## src/rtl/ip_hdr_parser_pipe_in_if.sv

```systemverilog
// Signal bundle for the RX IPv4 header parser: input beat stream,
// header channel, realigned payload channel and drop counter.
interface ip_hdr_parser_pipe_in_if #(
  parameter int DATA_W = 256
);
  localparam int PADBYTES_W = $clog2(DATA_W / 8);

  // Every channel uses val/rdy: a beat transfers on a clock edge where both
  // are high; the sender holds val and payload stable until that edge.
  logic                  src_parser_data_val;
  logic [DATA_W-1:0]     src_parser_data;
  logic                  src_parser_data_last;
  logic [PADBYTES_W-1:0] src_parser_data_padbytes;
  logic                  parser_src_data_rdy;

  logic                  parser_dst_hdr_val;
  logic [31:0]           parser_dst_src_ip;
  logic [31:0]           parser_dst_dst_ip;
  logic [7:0]            parser_dst_protocol;
  logic [15:0]           parser_dst_payload_len;
  logic                  dst_parser_hdr_rdy;

  logic                  parser_dst_data_val;
  logic [DATA_W-1:0]     parser_dst_data;
  logic                  parser_dst_data_last;
  logic [PADBYTES_W-1:0] parser_dst_data_padbytes;
  logic                  dst_parser_data_rdy;

  logic [15:0]           parser_drop_cnt;
  logic [2:0]            parser_dbg_state;

  modport slave (
    input  src_parser_data_val, src_parser_data, src_parser_data_last,
           src_parser_data_padbytes, dst_parser_hdr_rdy, dst_parser_data_rdy,
    output parser_src_data_rdy, parser_dst_hdr_val, parser_dst_src_ip,
           parser_dst_dst_ip, parser_dst_protocol, parser_dst_payload_len,
           parser_dst_data_val, parser_dst_data, parser_dst_data_last,
           parser_dst_data_padbytes, parser_drop_cnt, parser_dbg_state
  );

  modport master (
    output src_parser_data_val, src_parser_data, src_parser_data_last,
           src_parser_data_padbytes, dst_parser_hdr_rdy, dst_parser_data_rdy,
    input  parser_src_data_rdy, parser_dst_hdr_val, parser_dst_src_ip,
           parser_dst_dst_ip, parser_dst_protocol, parser_dst_payload_len,
           parser_dst_data_val, parser_dst_data, parser_dst_data_last,
           parser_dst_data_padbytes, parser_drop_cnt, parser_dbg_state
  );
endinterface

```

## src/rtl/ip_hdr_parser_pipe_in.sv

```systemverilog
// RX IPv4 header parser: validates a fixed 20-byte header, emits its fields,
// then forwards the payload shifted so that header byte 20 lands at byte 0.
module ip_hdr_parser_pipe_in #(
  parameter int DATA_W = 256
) (
  input logic                     clk,
  input logic                     rst,
  ip_hdr_parser_pipe_in_if.slave  bus
);
  localparam int DATA_BYTES   = DATA_W / 8;
  localparam int PADBYTES_W   = $clog2(DATA_BYTES);
  localparam int CNT_W        = PADBYTES_W + 1;
  localparam int IP_HDR_BYTES = 20;
  localparam int HDR_W        = IP_HDR_BYTES * 8;
  localparam int HOLD_BYTES   = DATA_BYTES - IP_HDR_BYTES;
  localparam int HOLD_W       = HOLD_BYTES * 8;
  localparam int HB_W         = $clog2(HOLD_BYTES + 1);

  typedef enum logic [2:0] {
    HDR_WAIT = 3'd0,
    HDR_OUT  = 3'd1,
    PAYLOAD  = 3'd2,
    DRAIN    = 3'd3,
    DROP     = 3'd4
  } state_t;

  state_t            state_q, state_d;
  logic [HOLD_W-1:0] hold_q, hold_d;
  logic [HB_W-1:0]   hold_bytes_q, hold_bytes_d;
  logic              first_last_q, first_last_d;
  logic              hdr_val_q, hdr_val_d;
  logic [31:0]       src_ip_q, src_ip_d;
  logic [31:0]       dst_ip_q, dst_ip_d;
  logic [7:0]        proto_q, proto_d;
  logic [15:0]       plen_q, plen_d;
  logic [15:0]       drop_cnt_q, drop_cnt_d;

  logic [CNT_W-1:0]  beat_v;
  logic [CNT_W-1:0]  v_over_hdr;
  logic [HB_W-1:0]   first_hold_bytes;
  logic [15:0]       tot_len;
  logic [19:0]       csum_acc;
  logic [16:0]       csum_f1;
  logic [15:0]       csum_f2;
  logic              hdr_ok;
  logic              last_fits;

  assign beat_v = bus.src_parser_data_last
                ? CNT_W'(DATA_BYTES) - CNT_W'(bus.src_parser_data_padbytes)
                : CNT_W'(DATA_BYTES);
  assign v_over_hdr       = beat_v - CNT_W'(IP_HDR_BYTES);
  assign first_hold_bytes = (v_over_hdr > CNT_W'(HOLD_BYTES)) ? HB_W'(HOLD_BYTES)
                                                              : HB_W'(v_over_hdr);
  assign last_fits = (beat_v <= CNT_W'(IP_HDR_BYTES));
  assign tot_len   = bus.src_parser_data[DATA_W-17 -: 16];

  // Ones-complement sum of the ten header words; two folds absorb every carry.
  always_comb begin
    csum_acc = '0;
    for (int k = 0; k < IP_HDR_BYTES / 2; k++) begin
      csum_acc = csum_acc + 20'(bus.src_parser_data[DATA_W-1-16*k -: 16]);
    end
  end
  assign csum_f1 = 17'(csum_acc[15:0]) + 17'(csum_acc[19:16]);
  assign csum_f2 = csum_f1[15:0] + 16'(csum_f1[16]);

  assign hdr_ok = (bus.src_parser_data[DATA_W-1 -: 4] == 4'd4)
               && (bus.src_parser_data[DATA_W-5 -: 4] == 4'd5)
               && (tot_len >= 16'(IP_HDR_BYTES))
               && (beat_v >= CNT_W'(IP_HDR_BYTES))
               && (csum_f2 == 16'hFFFF);

  always_comb begin
    state_d      = state_q;
    hold_d       = hold_q;
    hold_bytes_d = hold_bytes_q;
    first_last_d = first_last_q;
    src_ip_d     = src_ip_q;
    dst_ip_d     = dst_ip_q;
    proto_d      = proto_q;
    plen_d       = plen_q;
    drop_cnt_d   = drop_cnt_q;
    unique case (state_q)
      HDR_WAIT: begin
        if (bus.src_parser_data_val) begin
          src_ip_d     = bus.src_parser_data[DATA_W-97 -: 32];
          dst_ip_d     = bus.src_parser_data[DATA_W-129 -: 32];
          proto_d      = bus.src_parser_data[DATA_W-73 -: 8];
          plen_d       = tot_len - 16'(IP_HDR_BYTES);
          hold_d       = bus.src_parser_data[DATA_W-1-HDR_W -: HOLD_W];
          hold_bytes_d = first_hold_bytes;
          first_last_d = bus.src_parser_data_last;
          if (hdr_ok) begin
            state_d = HDR_OUT;
          end else begin
            drop_cnt_d = drop_cnt_q + 16'd1;
            if (!bus.src_parser_data_last) state_d = DROP;
          end
        end
      end
      HDR_OUT: begin
        if (bus.dst_parser_hdr_rdy) begin
          if (!first_last_q)            state_d = PAYLOAD;
          else if (hold_bytes_q == '0)  state_d = HDR_WAIT;
          else                          state_d = DRAIN;
        end
      end
      PAYLOAD: begin
        if (bus.src_parser_data_val && bus.dst_parser_data_rdy) begin
          hold_d = bus.src_parser_data[DATA_W-1-HDR_W -: HOLD_W];
          if (bus.src_parser_data_last) begin
            if (last_fits) begin
              state_d = HDR_WAIT;
            end else begin
              hold_bytes_d = HB_W'(v_over_hdr);
              state_d      = DRAIN;
            end
          end
        end
      end
      DRAIN: begin
        if (bus.dst_parser_data_rdy) state_d = HDR_WAIT;
      end
      DROP: begin
        if (bus.src_parser_data_val && bus.src_parser_data_last) state_d = HDR_WAIT;
      end
      default: state_d = HDR_WAIT;
    endcase
    hdr_val_d = (state_d == HDR_OUT);
  end

  always_ff @(posedge clk or posedge rst) begin
    if (rst) begin
      state_q      <= HDR_WAIT;
      hold_q       <= '0;
      hold_bytes_q <= '0;
      first_last_q <= 1'b0;
      hdr_val_q    <= 1'b0;
      src_ip_q     <= '0;
      dst_ip_q     <= '0;
      proto_q      <= '0;
      plen_q       <= '0;
      drop_cnt_q   <= '0;
    end else begin
      state_q      <= state_d;
      hold_q       <= hold_d;
      hold_bytes_q <= hold_bytes_d;
      first_last_q <= first_last_d;
      hdr_val_q    <= hdr_val_d;
      src_ip_q     <= src_ip_d;
      dst_ip_q     <= dst_ip_d;
      proto_q      <= proto_d;
      plen_q       <= plen_d;
      drop_cnt_q   <= drop_cnt_d;
    end
  end

  // In PAYLOAD the input is a straight pass-through of the output handshake.
  always_comb begin
    bus.parser_src_data_rdy      = 1'b0;
    bus.parser_dst_data_val      = 1'b0;
    bus.parser_dst_data          = '0;
    bus.parser_dst_data_last     = 1'b0;
    bus.parser_dst_data_padbytes = '0;
    unique case (state_q)
      HDR_WAIT, DROP: bus.parser_src_data_rdy = ~rst;
      PAYLOAD: begin
        bus.parser_src_data_rdy = bus.dst_parser_data_rdy & ~rst;
        bus.parser_dst_data_val = bus.src_parser_data_val;
        bus.parser_dst_data     = {hold_q, bus.src_parser_data[DATA_W-1 -: HDR_W]};
        if (bus.src_parser_data_last && last_fits) begin
          bus.parser_dst_data_last     = 1'b1;
          bus.parser_dst_data_padbytes = PADBYTES_W'(CNT_W'(IP_HDR_BYTES) - beat_v);
        end
      end
      DRAIN: begin
        bus.parser_dst_data_val      = 1'b1;
        bus.parser_dst_data          = {hold_q, {HDR_W{1'b0}}};
        bus.parser_dst_data_last     = 1'b1;
        bus.parser_dst_data_padbytes = PADBYTES_W'(CNT_W'(DATA_BYTES) - CNT_W'(hold_bytes_q));
      end
      default: ;
    endcase
  end

  assign bus.parser_dst_hdr_val     = hdr_val_q;
  assign bus.parser_dst_src_ip      = src_ip_q;
  assign bus.parser_dst_dst_ip      = dst_ip_q;
  assign bus.parser_dst_protocol    = proto_q;
  assign bus.parser_dst_payload_len = plen_q;
  assign bus.parser_drop_cnt        = drop_cnt_q;
  assign bus.parser_dbg_state       = state_q;
endmodule

```

## src/flat_wrapper.sv

```systemverilog
// flat-port wrapper written by rule: the top's interface ports become plain ports
module ip_hdr_parser_pipe_in_flat 
#(
  parameter int DATA_W = 256
)
  (clk, rst, bus_src_parser_data_val, bus_src_parser_data, bus_src_parser_data_last, bus_src_parser_data_padbytes, bus_dst_parser_hdr_rdy, bus_dst_parser_data_rdy, bus_parser_src_data_rdy, bus_parser_dst_hdr_val, bus_parser_dst_src_ip, bus_parser_dst_dst_ip, bus_parser_dst_protocol, bus_parser_dst_payload_len, bus_parser_dst_data_val, bus_parser_dst_data, bus_parser_dst_data_last, bus_parser_dst_data_padbytes, bus_parser_drop_cnt, bus_parser_dbg_state);
  ip_hdr_parser_pipe_in_if #(.DATA_W(DATA_W)) bus_i ();
  input logic clk;
  input logic rst;
  input wire logic [$bits(bus_i.src_parser_data_val)-1:0] bus_src_parser_data_val;
  input wire logic [$bits(bus_i.src_parser_data)-1:0] bus_src_parser_data;
  input wire logic [$bits(bus_i.src_parser_data_last)-1:0] bus_src_parser_data_last;
  input wire logic [$bits(bus_i.src_parser_data_padbytes)-1:0] bus_src_parser_data_padbytes;
  input wire logic [$bits(bus_i.dst_parser_hdr_rdy)-1:0] bus_dst_parser_hdr_rdy;
  input wire logic [$bits(bus_i.dst_parser_data_rdy)-1:0] bus_dst_parser_data_rdy;
  output wire logic [$bits(bus_i.parser_src_data_rdy)-1:0] bus_parser_src_data_rdy;
  output wire logic [$bits(bus_i.parser_dst_hdr_val)-1:0] bus_parser_dst_hdr_val;
  output wire logic [$bits(bus_i.parser_dst_src_ip)-1:0] bus_parser_dst_src_ip;
  output wire logic [$bits(bus_i.parser_dst_dst_ip)-1:0] bus_parser_dst_dst_ip;
  output wire logic [$bits(bus_i.parser_dst_protocol)-1:0] bus_parser_dst_protocol;
  output wire logic [$bits(bus_i.parser_dst_payload_len)-1:0] bus_parser_dst_payload_len;
  output wire logic [$bits(bus_i.parser_dst_data_val)-1:0] bus_parser_dst_data_val;
  output wire logic [$bits(bus_i.parser_dst_data)-1:0] bus_parser_dst_data;
  output wire logic [$bits(bus_i.parser_dst_data_last)-1:0] bus_parser_dst_data_last;
  output wire logic [$bits(bus_i.parser_dst_data_padbytes)-1:0] bus_parser_dst_data_padbytes;
  output wire logic [$bits(bus_i.parser_drop_cnt)-1:0] bus_parser_drop_cnt;
  output wire logic [$bits(bus_i.parser_dbg_state)-1:0] bus_parser_dbg_state;
  assign bus_i.src_parser_data_val = bus_src_parser_data_val;
  assign bus_i.src_parser_data = bus_src_parser_data;
  assign bus_i.src_parser_data_last = bus_src_parser_data_last;
  assign bus_i.src_parser_data_padbytes = bus_src_parser_data_padbytes;
  assign bus_i.dst_parser_hdr_rdy = bus_dst_parser_hdr_rdy;
  assign bus_i.dst_parser_data_rdy = bus_dst_parser_data_rdy;
  assign bus_parser_src_data_rdy = bus_i.parser_src_data_rdy;
  assign bus_parser_dst_hdr_val = bus_i.parser_dst_hdr_val;
  assign bus_parser_dst_src_ip = bus_i.parser_dst_src_ip;
  assign bus_parser_dst_dst_ip = bus_i.parser_dst_dst_ip;
  assign bus_parser_dst_protocol = bus_i.parser_dst_protocol;
  assign bus_parser_dst_payload_len = bus_i.parser_dst_payload_len;
  assign bus_parser_dst_data_val = bus_i.parser_dst_data_val;
  assign bus_parser_dst_data = bus_i.parser_dst_data;
  assign bus_parser_dst_data_last = bus_i.parser_dst_data_last;
  assign bus_parser_dst_data_padbytes = bus_i.parser_dst_data_padbytes;
  assign bus_parser_drop_cnt = bus_i.parser_drop_cnt;
  assign bus_parser_dbg_state = bus_i.parser_dbg_state;
  ip_hdr_parser_pipe_in #(.DATA_W(DATA_W)) u_core (.clk(clk), .rst(rst), .bus(bus_i));
endmodule
```

## config.mk

```make
export PLATFORM = sky130hd
export DESIGN_NAME = ip_hdr_parser_pipe_in_flat
export DESIGN_NICKNAME = d
export VERILOG_FILES = /design/src/rtl/ip_hdr_parser_pipe_in_if.sv /design/src/rtl/ip_hdr_parser_pipe_in.sv /design/src/flat_wrapper.sv
export SDC_FILE = /design/constraint.sdc
export NUM_CORES = 1
export LEC_CHECK = 0
export ABC_AREA = 1
export ABC_CLOCK_PERIOD_IN_PS = 9000
export CORE_AREA = 2 2 251 253
export DETAILED_ROUTE_END_ITERATION = 8
export DIE_AREA = 0 0 253 255
export SLEW_MARGIN = 10
export SYNTH_ARGS = -nofsm -noshare
export SYNTH_HDL_FRONTEND = slang
export SYNTH_SLANG_ARGS = --single-unit
```

## constraint.sdc

```tcl
create_clock -name clk -period 9 [get_ports clk]
set_input_delay 1.35 -clock clk [delete_from_list [all_inputs] [get_ports clk]]
set_output_delay 1.35 -clock clk [all_outputs]
set_load 0.02 [all_outputs]
```

==> results of run 1 <==
[final cells by class]
type                       count  area, um^2
inverter                     483        1836
timing repair buffer         812        7797
sequential                   209        5230
fill                        6277       36540
clock buffer                  34       709.4
antenna                        2       5.005
clock inverter                12       168.9
multi-input combinational   1295        8871
tap                          799       999.7
[registers in the layout (all words and copies together) (netlist names)]
signal / cells
u_core.bus.parser_dbg_state: 3
u_core.bus.parser_drop_cnt: 16
u_core.bus.parser_dst_dst_ip: 32
u_core.bus.parser_dst_hdr_val: 1
u_core.bus.parser_dst_payload_len: 16
u_core.bus.parser_dst_protocol: 8
u_core.bus.parser_dst_src_ip: 32
u_core.first_last_q: 1
u_core.hold_bytes_q: 4
u_core.hold_q: 96
[how the worst max path moves through the flow]
stage	end	slack [ns]	cells after the start
6_report	u_core.bus.parser_drop_cnt[8]$_DFFE_PP0P_	-0.32	55
5_1_grt	u_core.bus.parser_drop_cnt[2]$_DFFE_PP0P_	-0.88	62
4_1_cts	u_core.bus.parser_drop_cnt[11]$_DFFE_PP0P_	-0.40	60
3_5_place_dp	u_core.bus.parser_drop_cnt[11]$_DFFE_PP0P_	-1.54	52
3_3_place_gp	u_core.bus.parser_drop_cnt[0]$_DFFE_PP0P_	-1.39	61
2_1_floorplan	u_core.bus.parser_drop_cnt[3]$_DFFE_PP0P_	-0.08	58
[Yosys cell counts (2+ instances only)]
library cell	count	area (um^2)
sky130_fd_sc_hd__nand3_1	68	340.3
sky130_fd_sc_hd__xor2_1	34	297.8
sky130_fd_sc_hd__nor2_4	5	56.30
sky130_fd_sc_hd__nor2_1	331	1242
sky130_fd_sc_hd__xnor2_1	14	122.6
sky130_fd_sc_hd__buf_1	2	7.510
sky130_fd_sc_hd__inv_2	6	22.52
sky130_fd_sc_hd__inv_1	477	1790
sky130_fd_sc_hd__a21oi_1	41	205.2
sky130_fd_sc_hd__nand4_1	16	100.1
sky130_fd_sc_hd__o21ai_0	200	1001
sky130_fd_sc_hd__fa_1	113	2262
sky130_fd_sc_hd__dfrtp_1	209	5230
sky130_fd_sc_hd__nor2_2	3	18.77
sky130_fd_sc_hd__ha_1	52	650.6
sky130_fd_sc_hd__clkbuf_1	67	251.5
sky130_fd_sc_hd__nand3_2	4	40.04
sky130_fd_sc_hd__nand2_4	2	22.52
sky130_fd_sc_hd__o31ai_1	2	15.01
sky130_fd_sc_hd__nand3b_1	3	22.52
sky130_fd_sc_hd__o22ai_1	2	12.51
sky130_fd_sc_hd__nand2_2	7	43.79
sky130_fd_sc_hd__nor4_1	7	43.79
sky130_fd_sc_hd__nand2_1	362	1359
sky130_fd_sc_hd__nor3_1	13	65.06
sky130_fd_sc_hd__a31oi_1	5	31.28
[cells by family (layout without fill, tap and decap cells)]
kind of cell | count (synthesis) | after routing | share of synthesized area (%)
adders and majority gates | 165 | 165 | 18.94
DFF | 209 | 209 | 34.01
other | 0 | 2 | 0
xor gates and xnor gates | 49 | 49 | 2.840
AOI/OAI and AO/OA | 256 | 256 | 8.543
and+or+nand+nor | 825 | 825 | 22.09
buffers and inverters | 554 | 1341 | 13.58
[layer usage]
layer / vias to the layer above / share of wire (%) / track usage (%)
met5: - / 0.022 / 0
met1: 7213 / 42 / 23.38
met3: 83 / 7.5 / 4.241
met2: 491 / 47 / 31.95
li1: 7682 / - / -
met4: 2 / 2.7 / 5.055
[worst register-to-register path, stage by stage (launching register included)]
cell and delay (ns):
sky130_fd_sc_hd__dfrtp_1 0.42, sky130_fd_sc_hd__nor2_1 0.15, sky130_fd_sc_hd__inv_1 0.08, sky130_fd_sc_hd__nor3_2 0.10, sky130_fd_sc_hd__buf_4 0.41, sky130_fd_sc_hd__inv_6 0.27
sky130_fd_sc_hd__o21ai_4 0.13, sky130_fd_sc_hd__buf_4 0.62, sky130_fd_sc_hd__buf_4 0.84, sky130_fd_sc_hd__nand2_1 0.26, sky130_fd_sc_hd__o21ai_0 0.14
[power by group]
group	leakage [uW]	total (uW)	internal, uW	switching (uW)
clock	0.000430	1100	666	434
sequential	0.00259	1290	1180	107
combinational	0.00918	8060	3600	4460
[metrics by stage]
stage	std cells	worst slack, ns	util (%)	power, uW	TNS, ns
floorplan	2058	-0.08084	-	5492	-0.8334
global placement	3545	-1.394	37.99	8168	-26.10
detailed placement	3545	-1.543	37.99	8212	-28.74
CTS	3634	-0.4008	40.49	9785	-7.239
global route	3646	-0.8834	41.21	11400	-16.29
finish	3646	-0.3204	41.21	10450	-5.568
[repair_timing]
item,CTS,global route
resized for setup,98,107
cloned,1,0
endpoints found under the setup margin,19,19
buffers inserted,43,11
pin swaps,70,104
==> metrics.log, run 1 <==
[metrics] DIE HEIGHT: roughly 260 um
[metrics] number of buffers created by CTS: 25
[metrics] result of the run: complete, but fails checks
[metrics] start-to-end type of the worst setup path: in2reg
[metrics] most frequent cells in the layout: sky130_fd_sc_hd__clkdlybuf4s50_1 (616), sky130_fd_sc_hd__inv_1 (456), sky130_fd_sc_hd__nand2_1 (332)
[metrics] shortest clock period the worst path allows after layout: between 9 and 10 ns
[metrics] post-route cell area: between 20000 and 30000 um^2
[metrics] count of buffering cells on the critical path with inverters included: 12
[metrics] Synth Register Bits: ~210
[metrics] layout-stage area growth over the synthesis result: 66.58%
[metrics] synthesized area per cell: between 7 and 8 um^2
[metrics] post-synthesis instance area: ~15000 um^2
[metrics] Critical-path top delay cell: sky130_fd_sc_hd__fa_1
[metrics] area after detailed placement: ~24000 um^2
[metrics] number of standard-cell rows in the floorplan: 92
[metrics] Async S/R FF share, synth: between 90% and 100%
[metrics] Worst-Skew Late Latency: 0.55 ns
[metrics] number of vias per cell after detailed routing: roughly 4.2
[metrics] DRC violation count after routing: 0
[metrics] Synth cell types: 39
[metrics] final antenna-violating net count: 0
[metrics] kind of cell with the highest combined delay on the critical path: adder cells
[metrics] transition time at the pin with the least slew margin: about 0.95 ns
[metrics] Arr. time, crit path: ~9.8 ns
[metrics] floorplan core area: about 62000 um^2
[metrics] wire length of the first global-routing pass: between 90 and 100 mm
[metrics] hold-fix buffers at CTS: 0
[metrics] Critical Path Most Common Cell: sky130_fd_sc_hd__inv_2
[metrics] Period Utilization, post-route: 103.6%
[metrics] Detailed Routing Iterations Pass 1: 5
[metrics] number of hold-slack violations in the final timing report: 0
[metrics] clock tree buffer depth: 3
[metrics] post-synthesis instance total: ~2000
[metrics] initial antenna violation count: 5
[metrics] number of nets in the finished design: around 3300
[metrics] required time at the endpoint of the critical path: 9.44 ns
[metrics] Congestion Overflow GR: 0
[metrics] number of placed I/O pins: 639
[metrics] part of the Yosys area used for sequential elements: 34.01%
[metrics] RSZ-0062 raised after global routing: yes
[metrics] commonest non-fill, non-tap cell in the layout: sky130_fd_sc_hd__clkdlybuf4s50_1
[metrics] sort of element at the start of the critical path: input port
[metrics] die area: 64520 um^2
[metrics] fraction of final layout cells sized beyond drive strength 1: between 10% and 20%
[metrics] endpoint class of the critical path: register
[metrics] largest fanout on the critical path: 7
[metrics] EDFF count, synth: 0
[metrics] TritonCTS clock tree: done
[metrics] number of maximum-capacitance violations: 0
[metrics] final slew viol count: 0
[metrics] largest net degree at the start of global routing: 100
[metrics] Post-Route Skew: 0.01503 ns
[metrics] post-route setup slack: -0.3204 ns
[metrics] worst reg-to-reg path cell count: 10
[metrics] final worst hold slack: just under 0.5 ns
[metrics] worst IR drop on VDD: around 0.41 mV
[metrics] worst-case headroom to the max-slew limit: between 30 and 40%
[metrics] buffers added on ports: 638
[metrics] overall global routing resource usage: a little under a fifth
[metrics] H-tree levels: 1
[metrics] start point of the critical path: bus_src_parser_data[246]
[metrics] delay contributed by the slowest stage of the critical path: 0.55 ns
[metrics] violated checks: negative setup slack
[metrics] number of nets produced by synthesis: about 2500
[metrics] register-to-register path setup slack: approximately 5.5 ns
[metrics] initial detailed-routing violation count: slightly above 700
[metrics] top achievable clock speed: 107.3 MHz
[metrics] source of the worst register-to-register timing path: u_core.bus.parser_dbg_state[0]$_DFF_PP0_
[metrics] Horiz. Die Dim: ~250 um
[metrics] number of global-route vias before repair: roughly 15000
[metrics] end of the worst register-to-register path: u_core.hold_q[70]$_DFFE_PP0P_
[metrics] number of endpoints failing setup at the final stage: 19
[metrics] class of the tightest hold or removal check: reg2reg
[metrics] most instantiated flip-flop cell in the synthesis netlist: sky130_fd_sc_hd__dfrtp_1
[metrics] initial core utilization: about a quarter
[metrics] vias after detailed routing: 15470
[metrics] final wirelength: about 63 mm
[metrics] Yosys warning count: 0
[metrics] detailed placement HPWL: between 50 and 60 mm
[metrics] CTS Root Cell: sky130_fd_sc_hd__clkbuf_16
[metrics] Clock Sink Count: between 200 and 250
[metrics] PD cells: slightly above 400 nW/um^2
[metrics] worst min-delay path startpoint: u_core.bus.parser_dst_dst_ip[24]$_DFFE_PP0P_
[metrics] leakage power figure: 0.01220 uW
[metrics] Min-Delay Path Depth: 2
[metrics] placer congestion estimate: between 0.8 and 0.9
[metrics] Endpoint, Worst Hold: u_core.bus.parser_dst_dst_ip[24]$_DFFE_PP0P_
[metrics] clk slew on worst S/H paths: about 0.060 ns
[metrics] per-cell routed wire length: ~17 um
Power figures use the tool's default switching activity.
==> run 2, diff against run 1 <==
RECOVER_POWER = 50   (was unset)
==> metrics.log, run 2 (synthesis gave the netlist of run 1 again) <==
[metrics] number of hold-slack violations in the final timing report: 0 (unchanged)
[metrics] most frequent cells in the layout: sky130_fd_sc_hd__clkdlybuf4s50_1 (615), sky130_fd_sc_hd__inv_1 (456), sky130_fd_sc_hd__nand2_1 (332)
[metrics] final antenna-violating net count: 0 (unchanged)
[metrics] floorplan core area: 62160 um^2 (unchanged)
[metrics] count of buffering cells on the critical path with inverters included: 12 (unchanged)
[metrics] RSZ-0062 raised after global routing: yes
[metrics] Finished Core Util: 41.20% (about the same)
[metrics] number of vias per cell after detailed routing: 4.244 (about the same)
[metrics] required time at the endpoint of the critical path: 9.44 ns (about the same)
[metrics] TritonCTS clock tree: done
[metrics] Placed Instances: 3545 (unchanged)
[metrics] Congestion Overflow GR: 0 (unchanged)
[metrics] number of buffers created by CTS: 25 (unchanged)
[metrics] Detailed Routing Iterations Pass 1: 5 (unchanged)
[metrics] H-tree levels: 1 (unchanged)
[metrics] Arr. time, crit path: 9.76 ns (about the same)
[metrics] shortest clock period the worst path allows after layout: 9.322 ns (+0.001754 ns)
[metrics] Worst-Skew Late Latency: 0.55 ns (about the same)
[metrics] result of the run: complete, but fails checks
[metrics] Critical Path Most Common Cell: sky130_fd_sc_hd__inv_2
[metrics] fraction of final layout cells sized beyond drive strength 1: 13.74% (unchanged)
[metrics] buffers added on ports: 638 (unchanged)
[metrics] final slew viol count: 89 (+89)
[metrics] placement-stage worst setup slack: -1.543 ns (unchanged)
[metrics] Met3 Routed Length: 4.685 mm (about the same)
[metrics] leakage power figure: 0.01220 uW (about the same)
[metrics] vias after detailed routing: 15470 (+0.019%)
[metrics] Period Utilization, post-route: 103.6% (about the same)
[metrics] initial core utilization: 24.74% (unchanged)
[metrics] start-to-end type of the worst setup path: in2reg
[metrics] largest net degree at the start of global routing: 100 (unchanged)
[metrics] post-route setup slack: -0.3221 ns (-0.001754 ns)
[metrics] clock tree buffer depth: 3 (unchanged)
[metrics] met1 wire length: 26.49 mm (about the same)
[metrics] initial antenna violation count: 5 (unchanged)
[metrics] Post-Route Skew: 0.01495 ns (-0.00008460 ns)
[metrics] class of the tightest hold or removal check: reg2reg
[metrics] number of global-route vias before repair: 15270 (unchanged)
[metrics] number of nets in the finished design: 3258 (unchanged)
[metrics] worst IR drop on VDD: 0.4078 mV (unchanged)
[metrics] PD cells: 408.0 nW/um^2 (about the same)
[metrics] detailed placement HPWL: 50.49 mm (unchanged)
[metrics] CTS Root Cell: sky130_fd_sc_hd__clkbuf_16
[metrics] delay contributed by the slowest stage of the critical path: 0.55 ns (about the same)
[metrics] max FFs per register: 96 (unchanged)
[metrics] number of standard-cell rows in the floorplan: 92 (unchanged)
[metrics] largest fanout on the critical path: 7 (unchanged)
[metrics] kind of cell with the highest combined delay on the critical path: adder cells
[metrics] transition time at the pin with the least slew margin: 3.913 ns (+2.967 ns)
[metrics] Top reg by flops: u_core.hold_q
[metrics] post-layout instance count excluding filler cells: 3646 (unchanged)
[metrics] number of maximum-capacitance violations: 1 (+1)
[metrics] overall global routing resource usage: 18.57% (unchanged)
[metrics] DRC violation count after routing: 0 (unchanged)
[metrics] per-cell routed wire length: 17.15 um (about the same)
[metrics] Clock Sink Count: 209 (unchanged)
[metrics] number of placed I/O pins: 639 (unchanged)
[metrics] initial detailed-routing violation count: 720 (+0.42%)
[metrics] worst-case headroom to the max-slew limit: -162.3% (-200 points)
[metrics] post-layout power: 10450 uW (about the same)
[metrics] endpoint class of the critical path: register
[metrics] final wirelength: 62.52 mm (about the same)
[metrics] layout-stage area growth over the synthesis result: 66.54% (about the same)
[metrics] wire length of the first global-routing pass: 91.03 mm (unchanged)
[metrics] highest metal layer with signal wires: met5
[metrics] top achievable clock speed: 107.3 MHz (about the same)
[metrics] DIE HEIGHT: 255 um (unchanged)
[metrics] commonest non-fill, non-tap cell in the layout: sky130_fd_sc_hd__clkdlybuf4s50_1
[metrics] number of endpoints failing setup at the final stage: 19 (unchanged)
[metrics] placer congestion estimate: 0.8742 (unchanged)
[metrics] Horiz. Die Dim: 253 um (unchanged)
[metrics] Critical-path top delay cell: sky130_fd_sc_hd__fa_1
[metrics] violated checks: max-capacitance violations, max-slew violations, negative setup slack
[metrics] clk slew on worst S/H paths: 0.06 ns (about the same)
[metrics] sort of element at the start of the critical path: input port
[metrics] die area: 64520 um^2 (unchanged)
[metrics] total length of routed met2 wires: 29.64 mm (about the same)
run 2: cell type report:
| type | count | area (um^2) |
|---|---|---|
| inverters | 483 | 1829 |
| multi-input cells | 1295 | 8871 |
| clock buffers | 34 | 709.4 |
| well taps | 799 | 999.7 |
| flip-flops and latches | 209 | 5230 |
| clock inverters | 12 | 168.9 |
| diodes | 2 | 5.005 |
| repair buffers | 812 | 7797 |
| fillers | 6279 | 36550 |
run 2: worst min-delay path, delay by kind of cell (launching register included):
family,cells,cell delay (ns)
AO/OA/AOI/OAI,1,0.06
flip-flops,1,0.34
AND/OR/NAND/NOR,1,0.05
run 2: path summary, 6_finish.rpt:
path	from	endpoint	slack (ns)	cells past startpoint
setup / recovery	bus_src_parser_data[246]	u_core.bus.parser_drop_cnt[8]$_DFFE_PP0P_	-0.32	55
hold reg to reg	u_core.bus.parser_dst_dst_ip[24]$_DFFE_PP0P_	u_core.bus.parser_dst_dst_ip[24]$_DFFE_PP0P_	0.48	2
hold / removal	u_core.bus.parser_dst_dst_ip[24]$_DFFE_PP0P_	u_core.bus.parser_dst_dst_ip[24]$_DFFE_PP0P_	0.48	2
setup reg to reg	u_core.bus.parser_dbg_state[0]$_DFF_PP0_	u_core.hold_q[70]$_DFFE_PP0P_	5.50	10
max in group asynchronous	rst	u_core.bus.parser_dst_dst_ip[3]$_DFFE_PP0P_	4.32	3
min in group asynchronous	rst	u_core.bus.parser_dst_payload_len[6]$_DFFE_PP0P_	2.44	2
run 2: per-layer routing:
| layer | GRT usage [%] | vias to the layer above |
|---|---|---|
| met2 | 31.95 | 493 |
| met4 | 5.055 | 2 |
| met5 | 0 | - |
| li1 | - | 7680 |
| met3 | 4.241 | 83 |
| met1 | 23.38 | 7216 |
run 2: report_power, final:
part           switching, uW  internal (uW)  leakage [uW]
clock                    434            666      0.000430
combinational           4460           3600       0.00918
sequential               107           1180       0.00259
run 2: timing repair:
action                                  4_1_cts  5_1_grt
pin swaps                                    70      104
setup buffers                                43       11
hold buffers                                  0        0
resized for setup                            98      107
endpoints found under the setup margin       19       19
gates cloned                                  1        0
run 2: metrics by stage:
stage	TNS [ns]	hold WS, ns	instance area [um^2]
finish	-5.590	0.4827	25610
global route	-16.29	0.5059	25610
CTS	-7.239	0.4872	25170
detailed placement	-28.74	0.4714	23610
global placement	-26.10	0.4641	23610
floorplan	-0.8334	0.5035	15510
